<file path="config.mk">
export PLATFORM = sky130hd
export DESIGN_NAME = iic_slave_flat
export DESIGN_NICKNAME = d
export VERILOG_FILES = /design/src/rtl/iic_pkg.sv /design/src/rtl/iic_slave_if.sv /design/src/rtl/iic_in_filt.sv /design/src/rtl/iic_slave.sv /design/src/flat_wrapper.sv
export SDC_FILE = /design/constraint.sdc
export NUM_CORES = 1
export LEC_CHECK = 0
export CAP_MARGIN = 10
export CORE_MARGIN = 5
export CORE_UTILIZATION = 61
export CTS_CLUSTER_SIZE = 16
export DETAILED_ROUTE_END_ITERATION = 7
export PLACE_DENSITY = 0.93
export RECOVER_POWER = 100
export SYNTH_ARGS = -nofsm -noshare
export SYNTH_HDL_FRONTEND = slang
export SYNTH_SLANG_ARGS = --single-unit
</file>
<file path="constraint.sdc">
create_clock -name clk_sys -period 5.4 [get_ports clk_sys]
set_clock_uncertainty 0.05 [all_clocks]
set_input_delay 0.81 -clock clk_sys [delete_from_list [all_inputs] [get_ports clk_sys]]
set_output_delay 0.81 -clock clk_sys [all_outputs]
set_load 0.02 [all_outputs]
</file>
<file path="src/rtl/iic_pkg.sv">
// Shared definitions for the I2C/SCCB target: FSM state encoding, ACK/NACK
// bus levels and the default 7-bit device address.
package iic_pkg;

  typedef enum logic [3:0] {
    S_IDLE    = 4'd0,
    S_DEVADDR = 4'd1,
    S_ACK_DEV = 4'd2,
    S_SUBADDR = 4'd3,
    S_ACK_SUB = 4'd4,
    S_WDATA   = 4'd5,
    S_ACK_WR  = 4'd6,
    S_RDATA   = 4'd7,
    S_RACK    = 4'd8,
    S_IGNORE  = 4'd9
  } iic_state_e;

  // SDA level during the 9th clock
  localparam logic ACK  = 1'b0;
  localparam logic NACK = 1'b1;

  localparam logic [6:0] DEF_DEV_ADDR = 7'h21;

endpackage

</file>
<file path="src/rtl/iic_slave_if.sv">
// Bus bundle of the I2C target: raw pad levels, open-drain SDA enable,
// register-port handshake and busy flag.
//   slave  : view of the target (iic_slave)
//   master : view of whatever drives the pads and serves the register port
interface iic_slave_if;

  logic       scl_in;     // raw SCL pad level
  logic       sda_in;     // raw SDA pad level
  logic       sda_oe;     // 1 = pull SDA low
  logic [7:0] reg_addr;   // register pointer of current access
  logic [7:0] reg_wdata;  // write data, valid with reg_we
  logic       reg_we;     // one-cycle write strobe
  logic       reg_re;     // one-cycle read strobe
  logic [7:0] reg_rdata;  // read data, one cycle after reg_re
  logic       busy;       // addressed transfer in progress

  modport slave (
    input  scl_in, sda_in, reg_rdata,
    output sda_oe, reg_addr, reg_wdata, reg_we, reg_re, busy
  );

  modport master (
    output scl_in, sda_in, reg_rdata,
    input  sda_oe, reg_addr, reg_wdata, reg_we, reg_re, busy
  );

endinterface

</file>
<file path="src/rtl/iic_in_filt.sv">
// Input conditioning for one I2C line: 2-flop synchronizer, glitch filter
// that needs FILT consecutive differing samples before the level flips,
// and single-cycle rise/fall pulses from the filtered level.
//   clk_sys, rst : system clock, synchronous active-high reset
//   pin_i        : raw asynchronous pad level
//   level_o      : filtered level
//   rise_o/fall_o: one-cycle pulses on filtered-level change
module iic_in_filt #(
  parameter int unsigned FILT = 3
) (
  input  logic clk_sys,
  input  logic rst,
  input  logic pin_i,
  output logic level_o,
  output logic rise_o,
  output logic fall_o
);

  localparam logic [3:0] CntMax = 4'(FILT - 1);

  logic [1:0] sync_q, sync_d;
  logic       lvl_q, lvl_d;
  logic       prev_q, prev_d;
  logic [3:0] cnt_q, cnt_d;

  always_comb begin
    sync_d = {sync_q[0], pin_i};
    prev_d = lvl_q;
    lvl_d  = lvl_q;
    cnt_d  = '0;
    // Any sample equal to the current level restarts the count
    if (sync_q[1] != lvl_q) begin
      if (cnt_q == CntMax) begin
        lvl_d = sync_q[1];
      end else begin
        cnt_d = cnt_q + 4'd1;
      end
    end
  end

  always_ff @(posedge clk_sys) begin
    if (rst) begin
      sync_q <= 2'b11;
      lvl_q  <= 1'b1;
      prev_q <= 1'b1;
      cnt_q  <= '0;
    end else begin
      sync_q <= sync_d;
      lvl_q  <= lvl_d;
      prev_q <= prev_d;
      cnt_q  <= cnt_d;
    end
  end

  assign level_o = lvl_q;
  assign rise_o  = lvl_q & ~prev_q;
  assign fall_o  = ~lvl_q & prev_q;

endmodule

</file>
<file path="src/rtl/iic_slave.sv">
// I2C/SCCB target. Filters SCL/SDA, detects START/STOP, matches DEV_ADDR,
// ACKs, and maps transfers onto an 8-bit register port with a retained,
// auto-incrementing pointer (sub-address write, burst write, current-address
// burst read).
//   clk_sys, rst : system clock, synchronous active-high reset
//   bus          : iic_slave_if.slave (pads, register port, busy)
module iic_slave
  import iic_pkg::*;
#(
  parameter logic [6:0]  DEV_ADDR = DEF_DEV_ADDR,
  parameter int unsigned FILT     = 3
) (
  input  logic           clk_sys,
  input  logic           rst,
  iic_slave_if.slave     bus
);

  logic scl_lvl, scl_rise, scl_fall;
  logic sda_lvl, sda_rise, sda_fall;

  iic_in_filt #(.FILT(FILT)) u_scl_filt (
    .clk_sys (clk_sys),
    .rst     (rst),
    .pin_i   (bus.scl_in),
    .level_o (scl_lvl),
    .rise_o  (scl_rise),
    .fall_o  (scl_fall)
  );

  iic_in_filt #(.FILT(FILT)) u_sda_filt (
    .clk_sys (clk_sys),
    .rst     (rst),
    .pin_i   (bus.sda_in),
    .level_o (sda_lvl),
    .rise_o  (sda_rise),
    .fall_o  (sda_fall)
  );

  // SDA edges with SCL high are bus conditions, never data
  logic start_ev, stop_ev;
  assign start_ev = sda_fall & scl_lvl;
  assign stop_ev  = sda_rise & scl_lvl;

  iic_state_e state_q, state_d;
  logic [3:0] bit_cnt_q, bit_cnt_d;
  logic [6:0] rx_q, rx_d;
  logic [7:0] tx_q, tx_d;
  logic [7:0] ptr_q, ptr_d;
  logic [7:0] wdata_q, wdata_d;
  logic       rw_q, rw_d;
  logic       mack_q, mack_d;
  logic       oe_q, oe_d;
  logic       busy_q, busy_d;
  logic       we_q, we_d;
  logic       re_q, re_d;
  logic       rd_cap_q, rd_cap_d;

  logic [7:0] rx_in;
  assign rx_in = {rx_q, sda_lvl};

  always_comb begin
    state_d   = state_q;
    bit_cnt_d = bit_cnt_q;
    rx_d      = rx_q;
    tx_d      = tx_q;
    ptr_d     = ptr_q;
    wdata_d   = wdata_q;
    rw_d      = rw_q;
    mack_d    = mack_q;
    oe_d      = oe_q;
    busy_d    = busy_q;
    we_d      = 1'b0;
    re_d      = 1'b0;
    rd_cap_d  = re_q;

    // Pointer advances the cycle after the write strobe
    if (we_q) ptr_d = ptr_q + 8'd1;
    // User returns read data one cycle after reg_re
    if (rd_cap_q) tx_d = bus.reg_rdata;

    if (stop_ev) begin
      state_d   = S_IDLE;
      bit_cnt_d = '0;
      oe_d      = 1'b0;
      busy_d    = 1'b0;
    end else if (start_ev) begin
      state_d   = S_DEVADDR;
      bit_cnt_d = '0;
      oe_d      = 1'b0;
    end else begin
      unique case (state_q)
        S_IDLE, S_IGNORE: ;

        S_DEVADDR: begin
          if (scl_rise) begin
            rx_d      = rx_in[6:0];
            bit_cnt_d = bit_cnt_q + 4'd1;
            if (bit_cnt_q == 4'd7) begin
              bit_cnt_d = '0;
              if (rx_in[7:1] == DEV_ADDR) begin
                busy_d  = 1'b1;
                rw_d    = rx_in[0];
                re_d    = rx_in[0];
                state_d = S_ACK_DEV;
              end else begin
                state_d = S_IGNORE;
              end
            end
          end
        end

        // bit_cnt 0: waiting for the fall after bit 8; 1: driving the 9th clock
        S_ACK_DEV, S_ACK_SUB, S_ACK_WR: begin
          if (scl_fall) begin
            if (bit_cnt_q == 4'd0) begin
              oe_d      = 1'b1;
              bit_cnt_d = 4'd1;
            end else begin
              oe_d      = 1'b0;
              bit_cnt_d = '0;
              if (state_q == S_ACK_DEV && rw_q) begin
                state_d = S_RDATA;
                oe_d    = ~tx_q[7];
              end else if (state_q == S_ACK_DEV) begin
                state_d = S_SUBADDR;
              end else begin
                state_d = S_WDATA;
              end
            end
          end
        end

        S_SUBADDR: begin
          if (scl_rise) begin
            rx_d      = rx_in[6:0];
            bit_cnt_d = bit_cnt_q + 4'd1;
            if (bit_cnt_q == 4'd7) begin
              bit_cnt_d = '0;
              ptr_d     = rx_in;
              state_d   = S_ACK_SUB;
            end
          end
        end

        S_WDATA: begin
          if (scl_rise) begin
            rx_d      = rx_in[6:0];
            bit_cnt_d = bit_cnt_q + 4'd1;
            if (bit_cnt_q == 4'd7) begin
              bit_cnt_d = '0;
              we_d      = 1'b1;
              wdata_d   = rx_in;
              state_d   = S_ACK_WR;
            end
          end
        end

        // MSB was put out on entry; each later fall shifts the next bit out
        S_RDATA: begin
          if (scl_rise) begin
            bit_cnt_d = bit_cnt_q + 4'd1;
          end else if (scl_fall) begin
            if (bit_cnt_q == 4'd8) begin
              oe_d      = 1'b0;
              bit_cnt_d = '0;
              state_d   = S_RACK;
            end else begin
              tx_d = {tx_q[6:0], 1'b0};
              oe_d = ~tx_q[6];
            end
          end
        end

        S_RACK: begin
          if (scl_rise) begin
            mack_d = (sda_lvl == ACK);
            ptr_d  = ptr_q + 8'd1;
            re_d   = (sda_lvl == ACK);
          end else if (scl_fall) begin
            if (mack_q) begin
              state_d = S_RDATA;
              oe_d    = ~tx_q[7];
            end else begin
              state_d = S_IGNORE;
            end
          end
        end

        default: state_d = S_IDLE;
      endcase
    end
  end

  always_ff @(posedge clk_sys) begin
    if (rst) begin
      state_q   <= S_IDLE;
      bit_cnt_q <= '0;
      rx_q      <= '0;
      tx_q      <= '0;
      ptr_q     <= '0;
      wdata_q   <= '0;
      rw_q      <= 1'b0;
      mack_q    <= 1'b0;
      oe_q      <= 1'b0;
      busy_q    <= 1'b0;
      we_q      <= 1'b0;
      re_q      <= 1'b0;
      rd_cap_q  <= 1'b0;
    end else begin
      state_q   <= state_d;
      bit_cnt_q <= bit_cnt_d;
      rx_q      <= rx_d;
      tx_q      <= tx_d;
      ptr_q     <= ptr_d;
      wdata_q   <= wdata_d;
      rw_q      <= rw_d;
      mack_q    <= mack_d;
      oe_q      <= oe_d;
      busy_q    <= busy_d;
      we_q      <= we_d;
      re_q      <= re_d;
      rd_cap_q  <= rd_cap_d;
    end
  end

  assign bus.sda_oe    = oe_q;
  assign bus.reg_addr  = ptr_q;
  assign bus.reg_wdata = wdata_q;
  assign bus.reg_we    = we_q;
  assign bus.reg_re    = re_q;
  assign bus.busy      = busy_q;

endmodule

</file>
<file path="src/flat_wrapper.sv">
// flat-port wrapper written by rule: the top's interface ports become plain ports
module iic_slave_flat import iic_pkg::*;
#(
  parameter logic [6:0]  DEV_ADDR = DEF_DEV_ADDR,
  parameter int unsigned FILT     = 3
)
  (clk_sys, rst, bus_scl_in, bus_sda_in, bus_reg_rdata, bus_sda_oe, bus_reg_addr, bus_reg_wdata, bus_reg_we, bus_reg_re, bus_busy);
  iic_slave_if bus_i ();
  input  logic clk_sys;
  input  logic rst;
  input wire logic [$bits(bus_i.scl_in)-1:0] bus_scl_in;
  input wire logic [$bits(bus_i.sda_in)-1:0] bus_sda_in;
  input wire logic [$bits(bus_i.reg_rdata)-1:0] bus_reg_rdata;
  output wire logic [$bits(bus_i.sda_oe)-1:0] bus_sda_oe;
  output wire logic [$bits(bus_i.reg_addr)-1:0] bus_reg_addr;
  output wire logic [$bits(bus_i.reg_wdata)-1:0] bus_reg_wdata;
  output wire logic [$bits(bus_i.reg_we)-1:0] bus_reg_we;
  output wire logic [$bits(bus_i.reg_re)-1:0] bus_reg_re;
  output wire logic [$bits(bus_i.busy)-1:0] bus_busy;
  assign bus_i.scl_in = bus_scl_in;
  assign bus_i.sda_in = bus_sda_in;
  assign bus_i.reg_rdata = bus_reg_rdata;
  assign bus_sda_oe = bus_i.sda_oe;
  assign bus_reg_addr = bus_i.reg_addr;
  assign bus_reg_wdata = bus_i.reg_wdata;
  assign bus_reg_we = bus_i.reg_we;
  assign bus_reg_re = bus_i.reg_re;
  assign bus_busy = bus_i.busy;
  iic_slave #(.DEV_ADDR(DEV_ADDR), .FILT(FILT)) u_core (.clk_sys(clk_sys), .rst(rst), .bus(bus_i));
endmodule
</file>
==> results of run 1 <==
[per-layer routing]
| metal | GRT usage [%] | vias up | wire length (um) |
|---|---|---|---|
| met5 | 0 | - | 0 |
| met4 | 12.6 | 0 | 206 |
| met3 | 4.28 | 26 | 483 |
| met1 | 31.5 | 1327 | 3160 |
| li1 | - | 1297 | - |
| met2 | 41.0 | 115 | 3750 |
[final cells by class]
cell class	count	share of cell area, %
Tap cell	70	2.38
Sequential cell	62	33.7
Clock inverter	5	2.21
Inverter	8	0.816
Clock buffer	11	4.11
Multi-Input combinational cell	260	48.2
Timing Repair Buffer	32	8.53
[cell usage after synthesis (2+ instances only)]
library cell,n
nand3_1,11
nor3b_1,2
o21a_1,2
nor4_1,3
nand2b_1,5
ha_1,7
nor2_1,51
o22ai_1,5
clkbuf_1,8
inv_1,7
a22oi_1,7
and3_1,2
o211ai_1,2
mux2i_1,27
nor3_1,10
nor4b_2,2
nor2b_1,4
nor3b_2,2
xor2_1,12
dfxtp_1,62
a211oi_1,10
xnor2_1,8
a21oi_1,13
buf_2,8
o21ai_0,5
a311oi_1,3
a21o_1,2
nor4b_1,2
nand3_2,2
or3_1,5
nand4_1,4
nand2_1,19
nand3b_1,2
or2_2,6
[state kept, by name, summed over array words and instances, names as in the netlist, 2 cells and up]
| register | flops |
|---|---|
| u_core.u_sda_filt.sync_q | 2 |
| u_core.u_scl_filt.sync_q | 2 |
| u_core.bus.reg_addr | 8 |
| u_core.state_q | 4 |
| u_core.bus.reg_wdata | 8 |
| u_core.u_scl_filt.cnt_q | 4 |
| u_core.u_sda_filt.cnt_q | 4 |
| u_core.bit_cnt_q | 4 |
| u_core.rx_q | 7 |
| u_core.tx_q | 8 |
[layout by cell type, fill, tap and decap left out, types with 3 or more instances in the layout]
cell type,synthesis,final
a311oi_1,3,3
o21ai_0,5,5
dlygate4sd3_1,0,20
nand3_1,11,11
a211oi_1,10,10
nand2b_1,5,5
xnor2_1,8,8
dfxtp_1,62,62
xor2_1,12,12
a21oi_1,13,13
nor3b_1,2,3
clkdlybuf4s50_1,0,11
nand2_1,19,19
nor3_1,10,10
ha_1,7,7
or2_2,6,6
nor2b_1,4,4
a22oi_1,7,7
mux2i_1,27,27
nor2_1,51,51
nor4_1,3,3
or3_1,5,5
clkbuf_8,0,11
inv_1,7,7
nand4_1,4,4
o22ai_1,5,5
[how the worst max path moves through the flow]
stage	startpoint	end	slack (ns)	cells after the start
finish	rst	u_core.bit_cnt_q[3]	1.71	6
floorplan	rst	u_core.bus.reg_addr[5]	3.54	5
global placement	rst	u_core.bit_cnt_q[3]	2.64	6
CTS	rst	u_core.bit_cnt_q[3]	2.92	6
global route	rst	u_core.bit_cnt_q[3]	1.41	6
detailed placement	rst	u_core.bit_cnt_q[3]	2.59	6
[worst max-delay path: cells and delay by family]
kind | cells | cell delay, ns
compound gates | 1 | 0.07
buf+inv | 3 | 2.22
simple gates | 2 | 0.75
[power groups by stage]
stage                     sequential [mW]  combinational [mW]  clock, mW
after global routing                0.461              0.0257      0.492
after detailed placement            0.472              0.0233          0
after floorplan                     0.471              0.0130          0
final                               0.461              0.0235      0.467
after global placement              0.471              0.0227          0
after CTS                           0.461              0.0238      0.470
[cells by family after synthesis]
logic type      synth area share [%]
simple gates                    24.2
buf+inv                         3.55
flops                           39.6
fa+ha+maj                       2.80
compound gates                  15.3
mux                             8.99
xor+xnor                        5.59
[metrics by stage]
stage / cell area, um^2 / std cells / total power [mW] / utilization (%) / setup slack, ns
6_report: 3680 / 448 / 0.952 / 73.0 / 1.71
5_1_grt: 3680 / 448 / 0.979 / 73.0 / 1.41
4_1_cts: 3690 / 448 / 0.956 / 73.2 / 2.92
3_5_place_dp: 3460 / 432 / 0.495 / 68.6 / 2.59
3_3_place_gp: 3460 / 432 / 0.494 / 68.6 / 2.64
2_1_floorplan: 3130 / 348 / 0.484 / - / 3.54
==> summary.md, run 1 <==
| Metric | Value |
|---|---|
| Die Footprint | `6670 um^2` |
| Violated checks | `capacitance limit, slew limit` |
| Yosys reg bits | `62` |
| Crit path time final | `3.69 ns` |
| Critical path endpoint category | `flip-flop` |
| Clock transition at the registers of the reported paths | `0.07 ns` |
| Hold path start | `u_core.u_scl_filt.sync_q[0]` |
| Fin. Hold Viols | `0` |
| Cts bufs inserted | `9` |
| DP HPWL | `5.05 mm` |
| Status | `finished, violations left` |
| Final hold slack | `0.370 ns` |
| RD Place Congestion | `0.882` |
| First-pass GRT wire length | `12.9 mm` |
| Initial core utilization | `62.1%` |
| Drt total wl | `7.60 mm` |
| CTS tree | `yes` |
| Routed vias/inst | `6.17` |
| Antenna cell count | `0` |
| PwrDens | `259 nW/um^2` |
| Reg2Reg Depth | `5` |
| DRT Pass-1 Iters | `6` |
| DR DRC count | `0` |
| Hold path endpoint | `u_core.u_scl_filt.sync_q[1]` |
| P_int | `755 uW` |
| # IOs | `32` |
| Rows | `26` |
| Worst Path Arrival | `3.87 ns` |
| Synth warn | `0` |
| ANT nets after route | `0` |
| Maximum vdd drop | `0.220 mV` |
| Root buffer cell | `clkbuf_8` |
| Pin count of the biggest net entering global routing | `38` |
| Post-CTS sizing | `0` |
| Relative slew slack | `-2.60%` |
| Yosys top cell area share | `39.6%` |
| Core Box Area | `5040 um^2` |
| Sw power | `197 uW` |
| Synth top area cells | `dfxtp_1 40%, mux2i_1 8.6%, nor2_1 6.1%` |
| Layout area overhead | `17.5%` |
| Unrepaired setup endpoints after global routing | `false` |
| Final count of negative-setup-slack endpoints | `0` |
| Seq/Total Area, Yosys | `39.6%` |
| Reg-to-reg slack, setup | `2.99 ns` |
| Period utilization | `68.3%` |
| Worst skew pair latency | `0.35 ns` |
| Fin Setup TNS | `0 ns` |
| Worst-Margin Slew | `1.54 ns` |
| Avg Inst Size Synth | `9.00 um^2` |
| Critical-path cell list | `clkdlybuf4s50_1 > clkbuf_1 > clkinv_1 > nand2_1 > or3_1 > o22ai_1` |
| Post-synthesis cell count | `348` |
| Die Wd | `81.7 um` |
| Initial drt markers | `296` |
| Seq. cell area | `1240 um^2` |
| Hold depth | `1` |
| Ys flop type | `dfxtp_1` |
| CP Launch Type | `input pin` |
| Layout cells sized above 1 | `9.52%` |
| Post-CTS Setup Bufs | `0` |
| Ys async rst share | `0%` |
| Worst Path Class, Setup | `input pin to flip-flop` |
| Max-cap viol count | `1` |
| Cts-stage hold buffer count | `0` |
| Worst flop-to-flop path endpoint | `u_core.bus.reg_addr[3]` |
| Post-Syn Nets | `367` |
| Critical-path top delay cell | `clkbuf_1` |
| Port bufs | `31` |
| Worst hold path type | `flip-flop to flip-flop` |
| Antenna violations before repair | `0` |
| Synth cell types | `62` |
| LEAKAGE | `1.49 nW` |
| Critical Path RT | `5.58 ns` |
| Clock network power share | `49.1%` |
| Comb power frac | `2.5%` |
| Total gr overflow | `0` |
| Reg-to-reg startpoint | `u_core.u_scl_filt.level_o` |
| Layout fillers | `345` |
| Switching share of total power | `20.7%` |
| CP max stage delay | `1.11 ns` |
| Die Y | `81.7 um` |
| Total Routing Usage GR | `25.0%` |
| F_max | `271 MHz` |
| Clock tree buffer depth | `2` |
| Avg WL per Cell | `17.0 um` |
| Seq pwr share | `48.5%` |
| # H-tree levels | `3` |
| EDFF count, synth | `0` |
| Clk sinks | `62` |
| Layout Nets | `392` |
| Slew Viols, Final | `38` |
| Synth area leader | `dfxtp_1` |
| Multi-input logic area | `1780 um^2` |
| Vias | `2,765` |
| CP Max Fanout | `37` |
| Synthesized area | `3130 um^2` |
| Vias in the first global route | `2,712` |
No activity file was read; power rests on OpenSTA's default activity.
==> inputs of run 2 (changes only) <==
Settings changed: CORE_UTILIZATION 61 to 57, PLACE_DENSITY 0.93 to 0.88.
Clock period 5.4 ns to 3.7 ns, I/O delays scaled along.
==> run 2 against run 1 <==
  * Setup slack worse by 0.54 ns
  * Critical path depth is 1 lower
  * Highest routed layer unchanged
  * Count of clock-buffer cells in the layout stayed put
  * Largest cell class unchanged
  * Final area is 2.0% lower
  * The flow still finishes with violations (capacitance limit, slew limit)
  * Die area is 6.2% higher
  * Clock power is 24% higher
  * Critical path type is now flip-flop to flip-flop
  * Worst hold slack worse by 0.010 ns
  * Utilization is 6.7 points lower
  * Non-clock buffer count stayed put
  * Routed wire length is 7.5% lower
==> summary.md, run 2 (synthesis results as in run 1) <==
| Metric | Value |
|---|---|
| F_max | `395 MHz` |
| PwrDens | `356 nW/um^2 (was 259 nW/um^2)` |
| Routed vias/inst | `5.89 (was 6.17)` |
| Switching share of total power | `21.5% (was 20.7%)` |
| Cts bufs inserted | `9 (unchanged)` |
| CTS tree | `yes (unchanged)` |
| Drt total wl | `7.03 mm (was 7.60 mm)` |
| Routed wl met3 | `368 um (was 483 um)` |
| WL met2 | `3.44 mm (was 3.75 mm)` |
| Seq pwr share | `52.4% (was 48.5%)` |
| Vias | `2,646 (was 2,765)` |
| Reg-to-reg slack, setup | `1.17 ns (was 2.99 ns)` |
| CP Launch Type | `flip-flop (was input pin)` |
| Hold path start | `u_core.u_scl_filt.sync_q[0] (unchanged)` |
| Status | `finished, violations left (unchanged)` |
| Max-cap viol count | `1 (unchanged)` |
| LEAKAGE | `1.46 nW (was 1.49 nW)` |
| Critical Path RT | `3.94 ns (was 5.58 ns)` |
| Die Y | `84.1 um (was 81.7 um)` |
| First-pass GRT wire length | `12.4 mm (was 12.9 mm)` |
| Post-CTS sizing | `0 (unchanged)` |
| CP delay by family, top | `simple AND/OR/NAND/NOR gates (was buffers and inverters)` |
| Final hold slack | `0.360 ns (was 0.370 ns)` |
| Layout area overhead | `15.1% (was 17.5%)` |
| Sw power | `276 uW (was 197 uW)` |
| Commonest cells after routing, fill and taps aside | `62 x dfxtp_1, 51 x nor2_1, 27 x mux2i_1, 21 x dlygate4sd3_1, 19 x nand2_1 (was 62 x dfxtp_1, 51 x nor2_1, 27 x mux2i_1, 20 x dlygate4sd3_1, 19 x nand2_1)` |
| CP max stage delay | `0.85 ns (was 1.11 ns)` |
| Total gr overflow | `0 (unchanged)` |
| Rows | `27 (was 26)` |
| Total Routing Usage GR | `21.3% (was 25.0%)` |
| DR top layer | `met4 (unchanged)` |
| Unrepaired setup endpoints after global routing | `false (unchanged)` |
| Period utilization | `68.4%` |
| RD Place Congestion | `0.918 (was 0.882)` |
| Avg WL per Cell | `15.7 um (was 17.0 um)` |
| Initial drt markers | `215 (was 296)` |
| Most common cell after layout, fill and taps aside | `dfxtp_1 (unchanged)` |
| Hold depth | `1 (unchanged)` |
| Clock network power share | `45.0% (was 49.1%)` |
| ANT nets after route | `0 (unchanged)` |
| Core Box Area | `5440 um^2 (was 5040 um^2)` |
| CP bufs+invs | `0 (was 3)` |
| Violated checks | `capacitance limit, slew limit (unchanged)` |
| Worst Path Class, Setup | `flip-flop to flip-flop (was input pin to flip-flop)` |
| DP HPWL | `4.88 mm (was 5.05 mm)` |
| Layout fillers | `426 (was 345)` |
| Port bufs | `31 (unchanged)` |
| Worst Path Arrival | `2.77 ns (was 3.87 ns)` |
| Clock tree buffer depth | `2 (unchanged)` |
| Layout Nets | `392 (unchanged)` |
| # IOs | `32 (unchanged)` |
| # H-tree levels | `3 (unchanged)` |
| Die Footprint | `7080 um^2 (was 6670 um^2)` |
| Relative slew slack | `-0.753% (was -2.60%)` |
| Antenna violations before repair | `0 (unchanged)` |
| Die Wd | `84.1 um (was 81.7 um)` |
| Critical-path top delay cell | `nor3_1 (was clkbuf_1)` |
| Worst hold path type | `flip-flop to flip-flop (unchanged)` |
| Worst-Margin Slew | `1.51 ns (was 1.54 ns)` |
| Antenna cell count | `0 (unchanged)` |
| CP Max Fanout | `12 (was 37)` |
| Reg-to-reg startpoint | `u_core.u_scl_filt.level_o (unchanged)` |
| Multi-input logic area | `1740 um^2 (was 1780 um^2)` |
| Crit path time final | `2.53 ns` |
| Fin. Hold Viols | `0 (unchanged)` |
| DRT Pass-1 Iters | `5 (was 6)` |
| P_int | `1.01 mW (was 755 uW)` |
| Seq. cell area | `1240 um^2 (unchanged)` |
| Slew Viols, Final | `37 (was 38)` |
| Fin Setup TNS | `0 ns (unchanged)` |
| Clk sinks | `62 (unchanged)` |
| Worst skew pair latency | `0.35 ns (about the same)` |
| Layout cells sized above 1 | `7.69% (was 9.52%)` |
| Post-CTS Setup Bufs | `0 (unchanged)` |
| Maximum vdd drop | `0.341 mV (was 0.220 mV)` |
| Met1 WL | `3.09 mm (was 3.16 mm)` |
| Critical path endpoint category | `flip-flop (unchanged)` |
| Initial core utilization | `57.6% (was 62.1%)` |
| Final count of negative-setup-slack endpoints | `0 (unchanged)` |
| Pin count of the biggest net entering global routing | `37 (was 38)` |
| DR DRC count | `0 (unchanged)` |
| Cts-stage hold buffer count | `0 (unchanged)` |
| Clock transition at the registers of the reported paths | `0.07 ns (about the same)` |
| Worst flop-to-flop path endpoint | `u_core.bus.reg_addr[3] (unchanged)` |
| Final instance area | `3610 um^2 (was 3680 um^2)` |
| Critical-path cell list | `nand2b_1 > nor3_1 > a22oi_2 > a311oi_1 > o21a_1 (was clkdlybuf4s50_1 > clkbuf_1 > clkinv_1 > nand2_1 > or3_1 > o22ai_1)` |
| Root buffer cell | `clkbuf_8 (unchanged)` |
| Comb power frac | `2.6% (was 2.5%)` |
| Hold path endpoint | `u_core.u_scl_filt.sync_q[1] (unchanged)` |
| Vias in the first global route | `2,636 (was 2,712)` |
| Reg2Reg Depth | `5 (unchanged)` |
| Dpl cell area | `3460 um^2 (about the same)` |
[run 2: final cells by class]
type | count | share of cell area (%)
Sequential cell | 62 | 34.4
Multi-Input combinational cell | 260 | 48.3
Timing Repair Buffer | 32 | 8.71
Clock buffer | 11 | 3.92
Clock inverter | 4 | 1.32
Tap cell | 72 | 2.50
Inverter | 8 | 0.832
[run 2: power groups by stage]
stage | clock, mW | sequential, mW | combinational (mW)
floorplan | 0 | 0.687 | 0.0190
global placement | 0 | 0.688 | 0.0335
detailed placement | 0 | 0.688 | 0.0340
CTS | 0.589 | 0.673 | 0.0343
global route | 0.620 | 0.673 | 0.0373
finish | 0.579 | 0.673 | 0.0335
[run 2: worst max-delay path by stage]
stage	start	to	cells past startpoint
after floorplan	u_core.bit_cnt_q[0]	u_core.bus.reg_addr[3]	6
after detailed placement	u_core.u_scl_filt.level_o	u_core.bus.reg_addr[3]	5
after CTS	u_core.u_scl_filt.level_o	u_core.bus.reg_addr[3]	5
after global placement	rst	u_core.bit_cnt_q[3]	5
final	u_core.u_scl_filt.level_o	u_core.bus.reg_addr[3]	5
after global routing	rst	u_core.bit_cnt_q[2]	5
[run 2: per-stage QoR]
stage,instances,utilization [%],total power [mW],setup slack [ns]
2_1_floorplan,348,-,0.706,1.95
4_1_cts,449,67.1,1.30,1.49
5_1_grt,449,66.3,1.33,0.973
3_3_place_gp,434,63.6,0.722,1.56
3_5_place_dp,434,63.6,0.722,1.51
6_report,449,66.3,1.29,1.17
[run 2: layer usage]
layer  up-vias  track usage, %
li1       1300               -
met1      1247            26.9
met2        85            34.8
met3        14            5.00
met4         0            8.92
met5         -               0
[run 2: worst reg2reg max path, stage by stage (launching register included)]
cell and delay [ns]:
dfxtp_1 0.56, nand2b_1 0.37, nor3_1 0.85, a22oi_2 0.18, a311oi_1 0.29, o21a_1 0.16
==> inputs of run 3 (changes only) <==
Clock period 3.7 ns to 2.4 ns, I/O delays scaled along.
==> run 3 against run 2 <==
  * The flow now finishes without violations
  * Clock power grew 28%
  * Utilization grew 0.18 points
  * Non-clock buffer count grew 5
  * Power grew 43%
==> summary.md, run 3 (synthesis results as in run 1) <==
| Metric | Value |
|---|---|
| Routed vias/inst | `5.94 (was 5.89)` |
| Layout Nets | `397 (was 392)` |
| Top Usage Layer GRT | `met2 (unchanged)` |
| Seq. cell area | `1240 um^2 (unchanged)` |
| Worst Path Class, Setup | `flip-flop to flip-flop (unchanged)` |
| Power Total | `1.84 mW (was 1.29 mW)` |
| Pin count of the biggest net entering global routing | `37 (unchanged)` |
| Crit path time final | `2.15 ns (was 2.53 ns)` |
| Critical-path cell list | `nand2_1 > or3_1 > o22ai_2 > nand2_1 > o32ai_2 (was nand2b_1 > nor3_1 > a22oi_2 > a311oi_1 > o21a_1)` |
| Initial drt markers | `307 (was 215)` |
| CP max stage delay | `0.61 ns (was 0.85 ns)` |
| Layout cells sized above 1 | `9.21% (was 7.69%)` |
| Die Y | `84.1 um (unchanged)` |
| Worst Path Arrival | `2.35 ns (was 2.77 ns)` |
| Total placed cells including tap cells | `439 (was 434)` |
| Root buffer cell | `clkbuf_8 (unchanged)` |
| # IOs | `32 (unchanged)` |
| DP HPWL | `4.97 mm (was 4.88 mm)` |
| Clock tree buffer depth | `2 (unchanged)` |
| Most frequent CP cell | `nand2_1` |
| Drt total wl | `7.09 mm (was 7.03 mm)` |
| Commonest cells after routing, fill and taps aside | `62 x dfxtp_1, 51 x nor2_1, 27 x mux2i_1, 21 x dlygate4sd3_1, 20 x nand2_1 (was 62 x dfxtp_1, 51 x nor2_1, 27 x mux2i_1, 21 x dlygate4sd3_1, 19 x nand2_1)` |
| Unrepaired setup endpoints after global routing | `false (unchanged)` |
| M1 GR Usage | `27.8% (was 26.9%)` |
| ANT nets after route | `0 (unchanged)` |
| Total Routing Usage GR | `21.0% (was 21.3%)` |
| Status | `finished, final reports clean (was finished, violations left)` |
| Rows | `27 (unchanged)` |
| Antenna cell count | `0 (unchanged)` |
| F_max | `465 MHz (was 395 MHz)` |
| DR DRC count | `0 (unchanged)` |
| Fin. Hold Viols | `0 (unchanged)` |
| First-pass GRT wire length | `12.1 mm (was 12.4 mm)` |
| Core Box Area | `5440 um^2 (unchanged)` |
| Global routing usage on met3 | `3.93% (was 5.00%)` |
| Cts bufs inserted | `9 (unchanged)` |
| Final count of negative-setup-slack endpoints | `0 (unchanged)` |
| DRT Pass-1 Iters | `4 (was 5)` |
| Period utilization | `89.6% (was 68.4%)` |
| Avg WL per Cell | `15.7 um (about the same)` |
| Worst-Margin Slew | `0.538 ns (was 1.51 ns)` |
| Fin Setup TNS | `0 ns (unchanged)` |
| Met2 GRT Util | `33.2% (was 34.8%)` |
| Die Footprint | `7080 um^2 (unchanged)` |
| Non-filler cells in the finished layout | `452 (was 449)` |
| Clock transition at the registers of the reported paths | `0.07 ns (about the same)` |
| Critical path endpoint category | `flip-flop (unchanged)` |
| Slew Viols, Final | `0 (was 37)` |
| PwrDens | `507 nW/um^2 (was 356 nW/um^2)` |
| Worst hold path type | `flip-flop to flip-flop (unchanged)` |
| Multi-input logic area | `1750 um^2 (was 1740 um^2)` |
| Initial core utilization | `57.6% (unchanged)` |
| CTS tree | `yes (unchanged)` |
| Most common cell after layout, fill and taps aside | `dfxtp_1 (unchanged)` |
| Total gr overflow | `0 (unchanged)` |
| Port bufs | `31 (unchanged)` |
| Max-cap viol count | `0 (was 1)` |
| LEAKAGE | `1.47 nW (was 1.46 nW)` |
| Layout area overhead | `15.5% (was 15.1%)` |
| Clk sinks | `62 (unchanged)` |
| Worst skew pair latency | `0.34 ns (was 0.35 ns)` |
| CP Max Fanout | `15 (was 12)` |
| Maximum vdd drop | `0.613 mV (was 0.341 mV)` |
| Vias in the first global route | `2,542 (was 2,636)` |
| Vias | `2,685 (was 2,646)` |
| Util after Layout | `66.5% (was 66.3%)` |
| Layout fillers | `418 (was 426)` |
| RD Place Congestion | `0.963 (was 0.918)` |
| Antenna violations before repair | `0 (unchanged)` |
| Critical-path top delay cell | `dfxtp_1 (was nor3_1)` |
| Relative slew slack | `63.9% (was -0.753%)` |
| # H-tree levels | `3 (unchanged)` |
| Die Wd | `84.1 um (unchanged)` |
| Critical Path RT | `2.60 ns (was 3.94 ns)` |
| CP Launch Type | `flip-flop (unchanged)` |
==> run 3: layer usage <==
| layer | vias up | wire length, um |
|---|---|---|
| met3 | 19 | 372 |
| met2 | 89 | 3450 |
| met5 | - | 0 |
| met1 | 1265 | 3110 |
| met4 | 0 | 152 |
| li1 | 1312 | - |
==> run 3: what timing repair did <==
item,in CTS,in global routing
buffers inserted,0,0
hold buffers,0,0
resized for setup,0,1
endpoints found under the setup margin,0,1
==> run 3: final timing paths <==
kind | slack, ns | from | to | cells past startpoint
setup / recovery | 0.25 | u_core.state_q[2] | u_core.bit_cnt_q[2] | 5
hold / removal | 0.36 | u_core.u_scl_filt.sync_q[0] | u_core.u_scl_filt.sync_q[1] | 1
setup reg to reg | 0.25 | u_core.state_q[2] | u_core.bit_cnt_q[2] | 5
hold reg to reg | 0.36 | u_core.u_scl_filt.sync_q[0] | u_core.u_scl_filt.sync_q[1] | 1
==> run 3: cell type report <==
class	count	area share, %
flip-flops and latches	62	34.3
clock buffers	9	3.42
multi-input cells	260	48.5
inverters	8	0.830
well taps	72	2.49
repair buffers	37	9.72
clock inverters	4	0.761
==> run 3: power by group <==
| part | internal [mW] | switching [mW] | total, mW |
|---|---|---|---|
| clock network | 0.354 | 0.389 | 0.743 |
| registers | 1.03 | 0.00402 | 1.04 |
| logic | 0.0257 | 0.0286 | 0.0543 |
| total | 1.41 | 0.422 | 1.84 |
==> run 3: metrics by stage <==
stage	setup WS (ns)	area [um^2]	hold WS [ns]
global route	0.0936	3620	0.382
detailed placement	0.283	3500	0.343
global placement	0.362	3500	0.352
floorplan	0.655	3130	0.339
CTS	0.267	3650	0.359
finish	0.251	3620	0.359
==> run 3: critical path, delay by kind of cell (launching register included) <==
family           cells  cell delay (ns)
AO/OA/AOI/OAI        2             0.49
AND/OR/NAND/NOR      3             0.92
flip-flops           1             0.61
==> edit (flow settings as in run 3) <==
`rx_q` no longer has a reset.
--- a/src/rtl/iic_slave.sv
+++ b/src/rtl/iic_slave.sv
@@ -197,3 +197,2 @@
       bit_cnt_q <= '0;
-      rx_q      <= '0;
       tx_q      <= '0;
@@ -211,3 +210,2 @@
       bit_cnt_q <= bit_cnt_d;
-      rx_q      <= rx_d;
       tx_q      <= tx_d;
@@ -225,2 +223,6 @@
 
+  always_ff @(posedge clk_sys) begin
+    rx_q <= rx_d;
+  end
+
   assign bus.sda_oe    = oe_q;
Check against the original RTL: same outputs for any inputs over 10 cycles, from zero or initial values and one cycle with rst high; that may be too few to reach the edited logic, so the function may still have changed.
==> edit against run 3 <==
- count of clock-buffer cells in the layout stayed put
- worst setup slack worse by 98 ps
- synthesized area is 4.0% higher
- sequential cell count unchanged
- total power grew 16%
- first-iteration DRC count is 17% lower
- wire length is 11% higher
- cell area increased by 5.3%
- die area up 3.5%
- clock power grew 37%
- largest cell class unchanged
==> edit: results (changes against run 3) <==
.. list-table::
   :header-rows: 1

   * - Metric
     - Value
   * - Post-CTS setup buffers
     - 0 (unchanged)
   * - Cell at the root of the clock tree
     - clkbuf_8
   * - Post-detail-place hpwl
     - 5687 µm (+14%)
   * - Sequential area share after synthesis
     - 0.4023 (+0.006137)
   * - Number of enable flip-flop cells after synthesis
     - 7 (+7)
   * - Number of distinct library cells after synthesis
     - 70 (+13%)
   * - Shortest period the worst path allows
     - 2247 ps (+97.96 ps)
   * - Result of the run
     - completed
   * - Family with the most delay on the worst path
     - simple AND/OR/NAND/NOR gates
   * - Global-route wire length before repair
     - 13050 µm (+7.5%)
   * - Setup Slack @ Placement
     - 271.9 ps (-11.18 ps)
   * - FILL cells
     - 432 (+3.3%)
   * - Worst VDD drop
     - 0.4471 mV (-27%)
   * - FF-to-FF Start
     - u_core.state_q[0]$_SDFFE_PP0P_
   * - Number of DRC violations after detailed-routing iteration 0
     - 254 (-17%)
   * - Worst setup path endpoint
     - u_core.bit_cnt_q[3]$_SDFFE_PP0P_
   * - Top area cells in the synthesized netlist
     - dfxtp_1 (34%), edfxtp_1 (6.4%), mux2i_1 (6.4%)
   * - Slowest cell on the critical path
     - dfxtp_1
   * - Post-Route WL
     - 7888 µm (+11%)
   * - Depth of the most critical reg-to-reg path
     - 5 (unchanged)
   * - Largest net degree at the start of global routing
     - 32 (-14%)
   * - Drt pass-1 iters
     - 6 (+2)
   * - Worst-path maximum fanout
     - 17 (+2)
   * - Antenna violations before repair
     - 0 (unchanged)
   * - Register-to-register setup slack
     - 150 ps (-100 ps)
   * - Vias
     - 2812 (+4.7%)
   * - Worst slew margin relative to its limit
     - 0.5707 (-0.06852)
   * - Largest stage delay on the critical path
     - 670 ps (+60 ps)
   * - Most frequent cells after synthesis
     - dfxtp_1 (55), nor2_1 (46), mux2i_1 (21)
   * - Worst setup path class
     - reg -> reg
   * - Total leakage power
     - 1.465 nW (-0.18%)
   * - Routability congestion estimate from global placement
     - 0.9952 (+3.3%)
   * - Total Nets Final
     - 400 (+0.76%)
   * - Overall track demand over capacity in global routing
     - 0.2232 (+0.01349)
   * - Number of global-route vias before repair
     - 2655 (+4.4%)
   * - Fraction of layout instances using a drive strength above 1
     - 0.09845 (+0.006340)
   * - Arrival @ worst endpoint
     - 2470 ps (+120 ps)
   * - Inserted Clock Buffers
     - 9 (unchanged)
## edit: how the worst min path moves through the flow
| stage | from | to | slack, ps |
|---|---|---|---|
| 2_1_floorplan | u_core.u_scl_filt.sync_q[0]$_SDFF_PP1_ | u_core.u_scl_filt.sync_q[1]$_SDFF_PP1_ | 340 |
| 3_3_place_gp | u_core.u_scl_filt.sync_q[0]$_SDFF_PP1_ | u_core.u_scl_filt.sync_q[1]$_SDFF_PP1_ | 340 |
| 3_5_place_dp | u_core.u_scl_filt.sync_q[0]$_SDFF_PP1_ | u_core.u_scl_filt.sync_q[1]$_SDFF_PP1_ | 340 |
| 4_1_cts | u_core.u_scl_filt.sync_q[0]$_SDFF_PP1_ | u_core.u_scl_filt.sync_q[1]$_SDFF_PP1_ | 360 |
| 5_1_grt | u_core.u_scl_filt.sync_q[0]$_SDFF_PP1_ | u_core.u_scl_filt.sync_q[1]$_SDFF_PP1_ | 390 |
| 6_report | u_core.u_scl_filt.sync_q[0]$_SDFF_PP1_ | u_core.u_scl_filt.sync_q[1]$_SDFF_PP1_ | 360 |
## edit: worst register-to-register path, delay by kind of cell (launching register included)
family           cells  cell delay [ps]
AND/OR/NAND/NOR      2              880
flip-flops           1              670
AO/OA/AOI/OAI        3              580
## edit: logic make-up (layout without fill, tap and decap cells)
kind of cell             Yosys count  count (layout)  share of synthesized area
AO/OA/AOI/OAI                     79              79                     0.1820
XOR/XNOR                          19              19                    0.05106
adder cells (fa/ha/maj)            7               7                    0.02687
buffers and inverters             32              70                    0.04453
flip-flops                        62              62                     0.4023
multiplexers                      22              22                    0.06795
AND/OR/NAND/NOR                  127             127                     0.2253
## edit: through the flow
step                std cells  area, µm²  power (mW)
floorplan                 348       3259       1.100
global placement          442       3655       1.135
detailed placement        442       3655       1.136
CTS                       458       3875       2.143
global route              458       3809       2.199
finish                    458       3809       2.133
## edit: power breakdown
group / internal, mW / switching, mW
registers: 1.05 / 0.00340
logic: 0.0311 / 0.0292
clock network: 0.587 / 0.432
total: 1.67 / 0.465
## edit: layout make-up
cell class	instances	area, µm²	area share
clock buffer	9	123.9	0.03252
clock inverter	7	96.34	0.02530
inverter	12	45.04	0.01183
multi-input combinational	254	1748	0.4589
sequential	62	1311	0.3443
tap	72	90.09	0.02365
timing repair buffer	42	394.1	0.1035
## edit: layer usage
layer	vias to the layer above	global-route usage	share of wire
met5	-	0	0
li1	1339	-	-
met2	117	0.3588	0.48
met1	1335	0.2901	0.43
met4	0	0.1122	0.030
met3	21	0.03554	0.058
